[src/rtl/t_preimage_search.sv]
// Preimage search engine for the benchmark function t: for a requested
// output pair {po1,po0}, walks all 32 input vectors one per clock and
// reports the lowest matching vector plus the number of matches.
module t_preimage_search #(
  parameter bit EARLY_EXIT = 1'b0
) (
  input  logic       clk,
  input  logic       rst_n,
  input  logic       req_valid,
  output logic       req_ready,
  input  logic [1:0] req_target,
  output logic       resp_valid,
  input  logic       resp_ready,
  output logic       resp_found,
  output logic [4:0] resp_vector,
  output logic [5:0] resp_count
);

  typedef enum logic [1:0] {
    IDLE   = 2'd0,
    SEARCH = 2'd1,
    RESP   = 2'd2
  } state_t;

  state_t     state_reg, state_next;
  logic [1:0] target_reg, target_next;
  logic [4:0] index_reg, index_next;
  logic [4:0] first_reg, first_next;
  logic [5:0] count_reg, count_next;
  logic       found_reg, found_next;

  logic n8, po0, po1, hit;

  // Evaluate t on the vector currently addressed by the scan index.
  always_comb begin
    n8  = index_reg[2] & index_reg[3];
    po0 = (index_reg[1] & ~n8) | (index_reg[0] & index_reg[2]);
    po1 = ~n8 & (index_reg[1] | index_reg[4]);
    hit = ({po1, po0} == target_reg);
  end

  // State and datapath registers; reset discards any in-flight search.
  always_ff @(posedge clk or negedge rst_n) begin
    if (!rst_n) begin
      state_reg  <= IDLE;
      target_reg <= 2'd0;
      index_reg  <= 5'd0;
      first_reg  <= 5'd0;
      count_reg  <= 6'd0;
      found_reg  <= 1'b0;
    end else begin
      state_reg  <= state_next;
      target_reg <= target_next;
      index_reg  <= index_next;
      first_reg  <= first_next;
      count_reg  <= count_next;
      found_reg  <= found_next;
    end
  end

  // Next-state logic: accept in IDLE, scan in SEARCH, hold result in RESP.
  always_comb begin
    state_next  = state_reg;
    target_next = target_reg;
    index_next  = index_reg;
    first_next  = first_reg;
    count_next  = count_reg;
    found_next  = found_reg;
    case (state_reg)
      IDLE: begin
        if (req_valid) begin
          target_next = req_target;
          index_next  = 5'd0;
          first_next  = 5'd0;
          count_next  = 6'd0;
          found_next  = 1'b0;
          state_next  = SEARCH;
        end
      end
      SEARCH: begin
        if (hit) begin
          count_next = count_reg + 6'd1;
          if (!found_reg) begin
            found_next = 1'b1;
            first_next = index_reg;
          end
        end
        // Leave on the last vector without wrapping the index.
        if ((index_reg == 5'd31) || (EARLY_EXIT && hit)) begin
          state_next = RESP;
        end else begin
          index_next = index_reg + 5'd1;
        end
      end
      RESP: begin
        if (resp_ready) begin
          state_next = IDLE;
        end
      end
      default: state_next = IDLE;
    endcase
  end

  // Outputs come only from registers; no input-to-output path exists.
  assign req_ready   = (state_reg == IDLE);
  assign resp_valid  = (state_reg == RESP);
  assign resp_found  = found_reg;
  assign resp_vector = first_reg;
  assign resp_count  = count_reg;

endmodule

[config.mk]
export PLATFORM = sky130hd
export DESIGN_NAME = t_preimage_search
export DESIGN_NICKNAME = d
export VERILOG_FILES = /design/src/rtl/t_preimage_search.sv
export SDC_FILE = /design/constraint.sdc
export NUM_CORES = 1
export LEC_CHECK = 0
export CORE_ASPECT_RATIO = 0.9
export CORE_MARGIN = 3
export CORE_UTILIZATION = 46
export DETAILED_ROUTE_END_ITERATION = 10
export PLACE_DENSITY = 0.86
export SYNTH_ARGS = -nofsm -noshare
export SYNTH_HDL_FRONTEND = slang
export SYNTH_SLANG_ARGS = --single-unit
export TNS_END_PERCENT = 5
[constraint.sdc]
create_clock -name clk -period 2 [get_ports clk]
set_input_delay 0.4 -clock clk [delete_from_list [all_inputs] [get_ports clk]]
set_output_delay 0.4 -clock clk [all_outputs]
set_load 0.03 [all_outputs]
# After elaboration in Yosys (flattened, before gate mapping)
# Cells that the tools add are included.
# op_classes
n_reduce_logical	7
n_mux	16
eq_ne	10
addsub	2
bitwise_logic	7
# ops
cell	n
5-bit 2-to-1 mux	4
5-bit case mux with 2 select lines	2
6-bit 2-to-1 mux	2
6-bit case mux with 2 select lines	1
2-bit inequality test, second input constant	5
3-bit AND reduction	3
6-bit by 1-bit adder with 6-bit output, second input constant	1
2-bit 2-to-1 mux	3
2-bit case mux with 3 select lines	1
5-bit by 1-bit adder with 5-bit output, second input constant	1
5-bit equality test, second input constant	1
1-bit AND	4
4-bit AND reduction	1
2-bit by 1-bit equality test with 1-bit output, second input constant	1
2-bit equality test	1
2-bit equality test, second input constant	1
2-bit logical NOT	1
1-bit 2-to-1 mux	2
2-bit by 1-bit inequality test with 1-bit output, second input constant	1
1-bit OR	2
1-bit case mux with 2 select lines	1
2-bit AND reduction	1
2-bit nonzero test	1
1-bit inverter	1
# totals
register_bits	21
elab_cells	48
inputBits	6
out_inout_bits	14

# Logic depth before layout (Yosys ltp)
# Gate-level depths: netlist (run 1).
# logic_depth
depth_word	7
mapped_depth	7

# Worst setup path after synthesis (run 1)
# OpenSTA, ideal clock, no wires.
# synth_timing
kind	flip-flop to flip-flop
start	register index_reg[0]
end	register index_reg[0]
required_time_ns	1.875
synth_period_minus_slack_ns	1.952
path_buffers	0
setup_slack_ns	0.048
setup_time_ns	0.125
path_stages_with_launch	7
arrival_time_ns	1.827
cell_sequence	dfrtp_1 -> ha_1 -> and3_2 -> ha_1 -> nor3b_1 -> nor2_1 -> mux2_2
# synth_via
elab_chain_len	3
word_cells_on_any_way	6
cone_classes	add/sub: 1; eq/ne: 2; mux: 2; reduce/logical: 1
# synth_lines
element	line	text
start, declared	27	logic [4:0] index_reg, index_next;
start signal, assigned	54	index_reg <= index_next;
5-bit by 1-bit adder with 5-bit output or 5-bit equality test (tied branches)	92, 89	
5-bit 2-to-1 mux or 2-bit inequality test (tied branches)	-	
5-bit case mux with 2 select lines or 3-bit AND reduction (tied branches)	-	
# Several ways; a longest one is shown, not always the timed one. The select of a mux whose other input is x is not followed.
# A chain may end at the register's enable or synchronous reset.

# Worst setup path in the final report (run 1)
# layout_timing
start	register count_reg[2], in the netlist resp_count[2]
end	output port resp_count[2]
# layout_rtl
element	line	text
start, declared	29	logic [5:0] count_reg, count_next;
start signal, assigned	56	count_reg <= count_next;
end, declared	16	output logic [5:0] resp_count
# No word-level cell between the ends.

==> flow_summary.yaml, run 1 <==
cts:
  postCtsHoldBufs: 0
  clk_pin_slew_worst_paths_ns: 0.12
  clock_latency_ns: 0.31
  clockBufferDepth: 2
  numCtsBuffers: 3
  htreeDepth: 1
  cts_tree: "done"
  clock_sinks: 21
  cts_root_buf: "clkbuf_4"
drt:
  wl_per_cell_microns: 14.6
  drt_iter0_markers: 20
  vias: 960
  wirelength_microns: 2390
  via_per_inst: 5.85
  drc: 0
  drtAntennaViolNets: 0
  firstDrtPassIters: 4
placement:
  io_buffers: 19
  dpl_worst_slack_ns: 0.192
  dp_hpwl_microns: 1790
  gp_congestion: 0.812
die:
  fp.dieH_microns: 53.6
  rows: 16
  core_area_sq_um: 2280
  die_area_sq_um: 3160
  die_w_microns: 58.9
  io_pins: 20
  start_util_pct: 50.8
setup_path:
  crit_chain: "clkdlybuf4s50_1"
  r2r.worst_path.cells: 7
  reg2reg_slack_ns: 0.17
  cp-start-kind: "register"
  reg2reg_to: "index_reg[0]"
  cp-startpoint: "resp_count[2]"
  end_kind: "output pin"
  critPathBufInv: 1
  path_max_fanout: 6
  slowest_stage: "clkdlybuf4s50_1"
  critical_path.top_delay_family: "buffers and inverters"
  arrival_ns: 1.47
  required_ns: 1.60
  max_stage_delay_ns: 0.70
  reg2reg_from: "index_reg[0]"
  crit_type: "register to output pin"
power:
  power.switching_w: 0.00118
  p_seq_share_pct: 31.6
  p_leak_nw: 0.636
  p_clk_share_pct: 8.3
  power.internal_w: 0.00135
  vdd.ir_drop.worst_uv: 979
  p_per_area_nw_per_um2: 1780
  p_comb_share_pct: 60.1
  sw_frac_of_total_pct: 46.6
global_routing:
  grt_pass1_vias: 928
  grt_max_degree: 22
  grt_util_all_layers_pct: 18.1
  grt_first_pass_wirelength_microns: 4200
  antenna_found_initial: 0
  grt_overflow: 0
logic_synthesis:
  synth_edf_count: 0
  ys.flop_type: "dfrtp_1"
  ys_types: 33
  yosysSeqAreaShare_pct: 45.3
  synth.cell_area_sq_um: 1160
  synthArstFlopShare_pct: 100
  synth_area_leaders: "dfrtp_1 45%, nand2_1 6.8%, o211ai_1 4.5%, nand3_1 4.3%, nand4b_1 3.8%"
  synthTopCellsByCount: "21 x dfrtp_1, 21 x nand2_1, 10 x nand3_1"
  netlist_instances: 113
  post-synth-top-area-cell: "dfrtp_1"
  ys_warn_count: 0
  ys_seq_elements: 21
  syn_area_per_cell_sq_um: 10.3
  synth_top_area_share_pct: 45.3
  synth_fp_nets: 122
finish:
  largest_register_ff_count: 6
  n_fill_cell: 192
  nNetsFinal: 147
  drive_above_1_share_pct: 13.9
  area_growth_pct: 22.9
  final_util_pct: 62.4
  antenna_cells: 0
timing:
  setup_violations: 0
  tightest_slew_ns: 0.441
  slew_viol_final: 0
  fmax_ghz: 0.535
  final.setup.tns_ns: 0
  fin_worst_skew_ns: 0.00610
  finalCriticalPeriod_ns: 1.87
  slew_headroom_pct: 70.6
  setup_slack_ns: 0.130
  fin_crit_sh_pct: 93.5
  hold_viol_final: 0
  rsz0062_at_grt: "false"
run:
  cap_violations: 0
status:
  status: "finished clean"
worst_hold_path:
  hold_class: "input port to async pin"
-- cells in the final DEF (no fill, tap or decap), types with 3 or more instances in the layout --
cell type	count
xor2_1	3
a22o_1	3
nand3_1	10
nor2b_1	3
clkdlybuf4s50_1	16
buf_4	5
ha_1	3
nand2_1	21
clkbuf_4	3
nor2_1	5
dfrtp_1	21
o211ai_1	7
nand4b_1	5
-- layer usage --
metal / share of wire (%) / up-vias / GRT usage (%) / wire (microns)
li1: - / 465 / - / -
met1: 47 / 467 / 21.3 / 1120
met2: 47 / 22 / 30.7 / 1120
met3: 4.1 / 6 / 5.28 / 99
met4: 2.1 / 0 / 7.92 / 49
met5: 0 / - / 0 / 0
-- power groups by stage --
stage          logic (W)  clock network (W)  registers, W
2_1_floorplan   0.000968                  0      0.000930
3_3_place_gp     0.00148                  0      0.000797
3_5_place_dp     0.00153                  0      0.000812
4_1_cts          0.00153           0.000215      0.000802
5_1_grt          0.00168           0.000230      0.000837
6_report         0.00152           0.000210      0.000802
-- worst max-delay path by stage --
stage	to	slack (ns)	cells past startpoint
floorplan	index_reg[0]	0.05	6
global placement	index_reg[0]	0.28	7
detailed placement	index_reg[0]	0.19	7
CTS	resp_found	0.01	1
global route	index_reg[0]	0.03	7
finish	resp_count[2]	0.13	1
-- cell families after synthesis --
kind of cell	count (synthesis)	share of synthesized area (%)
compound gates	20	16.3
xor+xnor	3	2.27
fa+ha+maj	3	3.24
buf+inv	6	2.59
flops	21	45.3
mux	5	5.29
simple gates	55	25.0
-- cell type report --
cell class	count	area (sq um)	area share, %
Sequential cell	21	526	36.9
Tap cell	27	33.8	2.37
Inverter	2	7.51	0.527
Clock buffer	4	26.3	1.84
Timing Repair Buffer	24	228	16.0
Multi-Input combinational cell	86	604	42.4
-- timing repair --
action | 4_1_cts | 5_1_grt
gates resized for setup | 2 | 1
pin swaps | 0 | 0
setup buffers | 0 | 0
endpoints found under the setup margin | 2 | 1
-- stage by stage --
step,hold slack (ns),area (sq um),instances,power (W)
floorplan,0.104,1160,113,0.00190
global placement,0.488,1400,160,0.00228
detailed placement,0.505,1400,160,0.00234
CTS,0.423,1420,164,0.00254
global route,0.431,1430,164,0.00274
finish,0.411,1430,164,0.00254
Power figures use the tool's default switching activity.
==> run 2: changes to the inputs <==
--- a/config.mk
+++ b/config.mk
@@ -5,11 +5,13 @@
 export SDC_FILE = /design/constraint.sdc
 export NUM_CORES = 1
 export LEC_CHECK = 0
+export CAP_MARGIN = 10
 export CORE_ASPECT_RATIO = 0.9
 export CORE_MARGIN = 3
 export CORE_UTILIZATION = 46
 export DETAILED_ROUTE_END_ITERATION = 10
 export PLACE_DENSITY = 0.86
+export REMOVE_ABC_BUFFERS = 1
 export SYNTH_ARGS = -nofsm -noshare
 export SYNTH_HDL_FRONTEND = slang
 export SYNTH_SLANG_ARGS = --single-unit
==> run 2 against run 1 <==
Register-to-register slack improved by 0.02 ns. Clock power about the same. Hold slack got worse by 0.0023 ns. Critical path depth unchanged. Design area decreased by 0.53%. Global-route usage decreased by 0.48 points. First-iteration DRC count increased by 50%. Via count decreased by 1.6%. Power increased by 0.24%. Wire length increased by 2.8%. Clock-buffer cell count unchanged. Non-clock buffer count decreased by 1. Largest power group unchanged.
==> flow_summary.yaml, run 2 (same netlist as run 1, synthesis figures left out) <==
global_routing:
  grt_max_degree: 22
  grt-busiest-layer: "met2"
  antenna_found_initial: 0
  use_met3_pct: 5.04
  grt_overflow: 0
  grt_first_pass_wirelength_microns: 4200
  grt_pass1_vias: 956
  grt_util_all_layers_pct: 17.6
  met2_usage_pct: 30.5
  use_met1_pct: 20.5
power:
  p_leak_nw: 0.630
  power.switching_w: 0.00119
  p_per_area_nw_per_um2: 1790
  p_comb_share_pct: 60.0
  vdd.ir_drop.worst_uv: 1060
  p_seq_share_pct: 31.8
  sw_frac_of_total_pct: 46.9
  power.total_w: 0.00254
  p_clk_share_pct: 8.3
  power.internal_w: 0.00135
timing:
  fin_crit_sh_pct: 93.1
  final.setup.tns_ns: 0
  slew_viol_final: 0
  tightest_slew_ns: 0.455
  hold_viol_final: 0
  rsz0062_at_grt: "false"
  fin_worst_skew_ns: 0.00740
  setup_violations: 0
  fmax_ghz: 0.537
  slew_headroom_pct: 69.6
  finalCriticalPeriod_ns: 1.86
cts:
  clock_latency_ns: 0.31
  clk_pin_slew_worst_paths_ns: 0.12
  clockBufferDepth: 2
  clock_sinks: 21
  cts_root_buf: "clkbuf_4"
  cts_tree: "done"
  postCtsHoldBufs: 0
  numCtsBuffers: 3
  cts_setup_buffers: 0
  htreeDepth: 1
drt:
  drtAntennaViolNets: 0
  drc: 0
  via_per_inst: 5.80
  vias: 945
  drt_iter0_markers: 30
  wirelength_microns: 2450
  wl_per_cell_microns: 15.1
  firstDrtPassIters: 4
finish:
  drive_above_1_share_pct: 13.2
  n_fill_cell: 198
  stdcell_area_sq_um: 1420
  final_util_pct: 62.1
  antenna_cells: 0
  largest_register_ff_count: 6
  layout_common_cells: "21 x nand2_1, 21 x dfrtp_1, 16 x clkdlybuf4s50_1, 10 x nand3_1, 7 x o211ai_1"
  area_growth_pct: 22.2
  nNetsFinal: 146
worst_hold_path:
  hold_class: "input port to async pin"
die:
  start_util_pct: 50.8
  core_area_sq_um: 2280
  fp.dieH_microns: 53.6
  die_area_sq_um: 3160
  io_pins: 20
  die_w_microns: 58.9
  rows: 16
setup_path:
  arrival_ns: 1.46
  slowest_stage: "clkdlybuf4s50_1"
  crit_chain: "clkdlybuf4s50_1"
  crit_type: "register to output pin"
  critPathBufInv: 1
  max_stage_delay_ns: 0.70
  critical_path.top_delay_family: "buffers and inverters"
  end_kind: "output pin"
  cp-start-kind: "register"
  path_max_fanout: 6
  required_ns: 1.60
run:
  cap_violations: 0
placement:
  gp_congestion: 0.765
  dp_hpwl_microns: 1790
  io_buffers: 19
  postPlaceCellArea_sq_um: 1390
status:
  status: "finished clean"
run 2: changes by cell type in the layout (fill, tap and decap cells not counted):
cell,delta
buf_4,-1
run 2: worst paths after layout:
path | start | to | slack, ns | depth (start not counted)
setup / recovery | resp_count[3] | resp_count[3] | 0.14 | 1
hold / removal | rst_n | resp_count[0] | 0.41 | 2
setup reg to reg | index_reg[0] | index_reg[0] | 0.19 | 7
hold reg to reg | target_reg[1] | target_reg[1] | 0.53 | 2
max in group asynchronous | rst_n | resp_vector[3] | 1.37 | 2
min in group clk | target_reg[1] | target_reg[1] | 0.53 | 2
run 2: final cells by class:
| type | count | area (sq um) | area share [%] |
|---|---|---|---|
| Clock buffer | 4 | 26.3 | 1.85 |
| Multi-Input combinational cell | 86 | 604 | 42.6 |
| Timing Repair Buffer | 23 | 220 | 15.5 |
| Tap cell | 27 | 33.8 | 2.38 |
| Inverter | 2 | 7.51 | 0.530 |
| Sequential cell | 21 | 526 | 37.1 |
run 2: stage by stage:
| stage | cells | worst slack (ns) | hold WS (ns) |
|---|---|---|---|
| after floorplan | 109 | 0.0482 | 0.104 |
| after global placement | 159 | 0.265 | 0.488 |
| after detailed placement | 159 | 0.207 | 0.494 |
| after CTS | 163 | 0.0249 | 0.422 |
| after global routing | 163 | 0.0939 | 0.426 |
| final | 163 | 0.139 | 0.409 |
run 2: power groups by stage:
| stage | clock (W) | sequential, W | combinational (W) |
|---|---|---|---|
| floorplan | 0 | 0.000957 | 0.000910 |
| global placement | 0 | 0.000795 | 0.00148 |
| detailed placement | 0 | 0.000814 | 0.00153 |
| CTS | 0.000212 | 0.000806 | 0.00153 |
| global route | 0.000229 | 0.000836 | 0.00167 |
| finish | 0.000210 | 0.000807 | 0.00152 |
run 2: what timing repair did:
action,4_1_cts,5_1_grt
gates resized for setup,2,1
setup endpoints to repair,2,1
hold endpoints to repair,0,0
run 2: metal layers:
| metal | vias to the layer above | wire, microns | share of wire [%] |
|---|---|---|---|
| li1 | 461 | - | - |
| met1 | 456 | 1120 | 46 |
| met2 | 24 | 1200 | 49 |
| met3 | 4 | 110 | 4.5 |
| met4 | 0 | 19 | 0.77 |
| met5 | - | 0 | 0 |
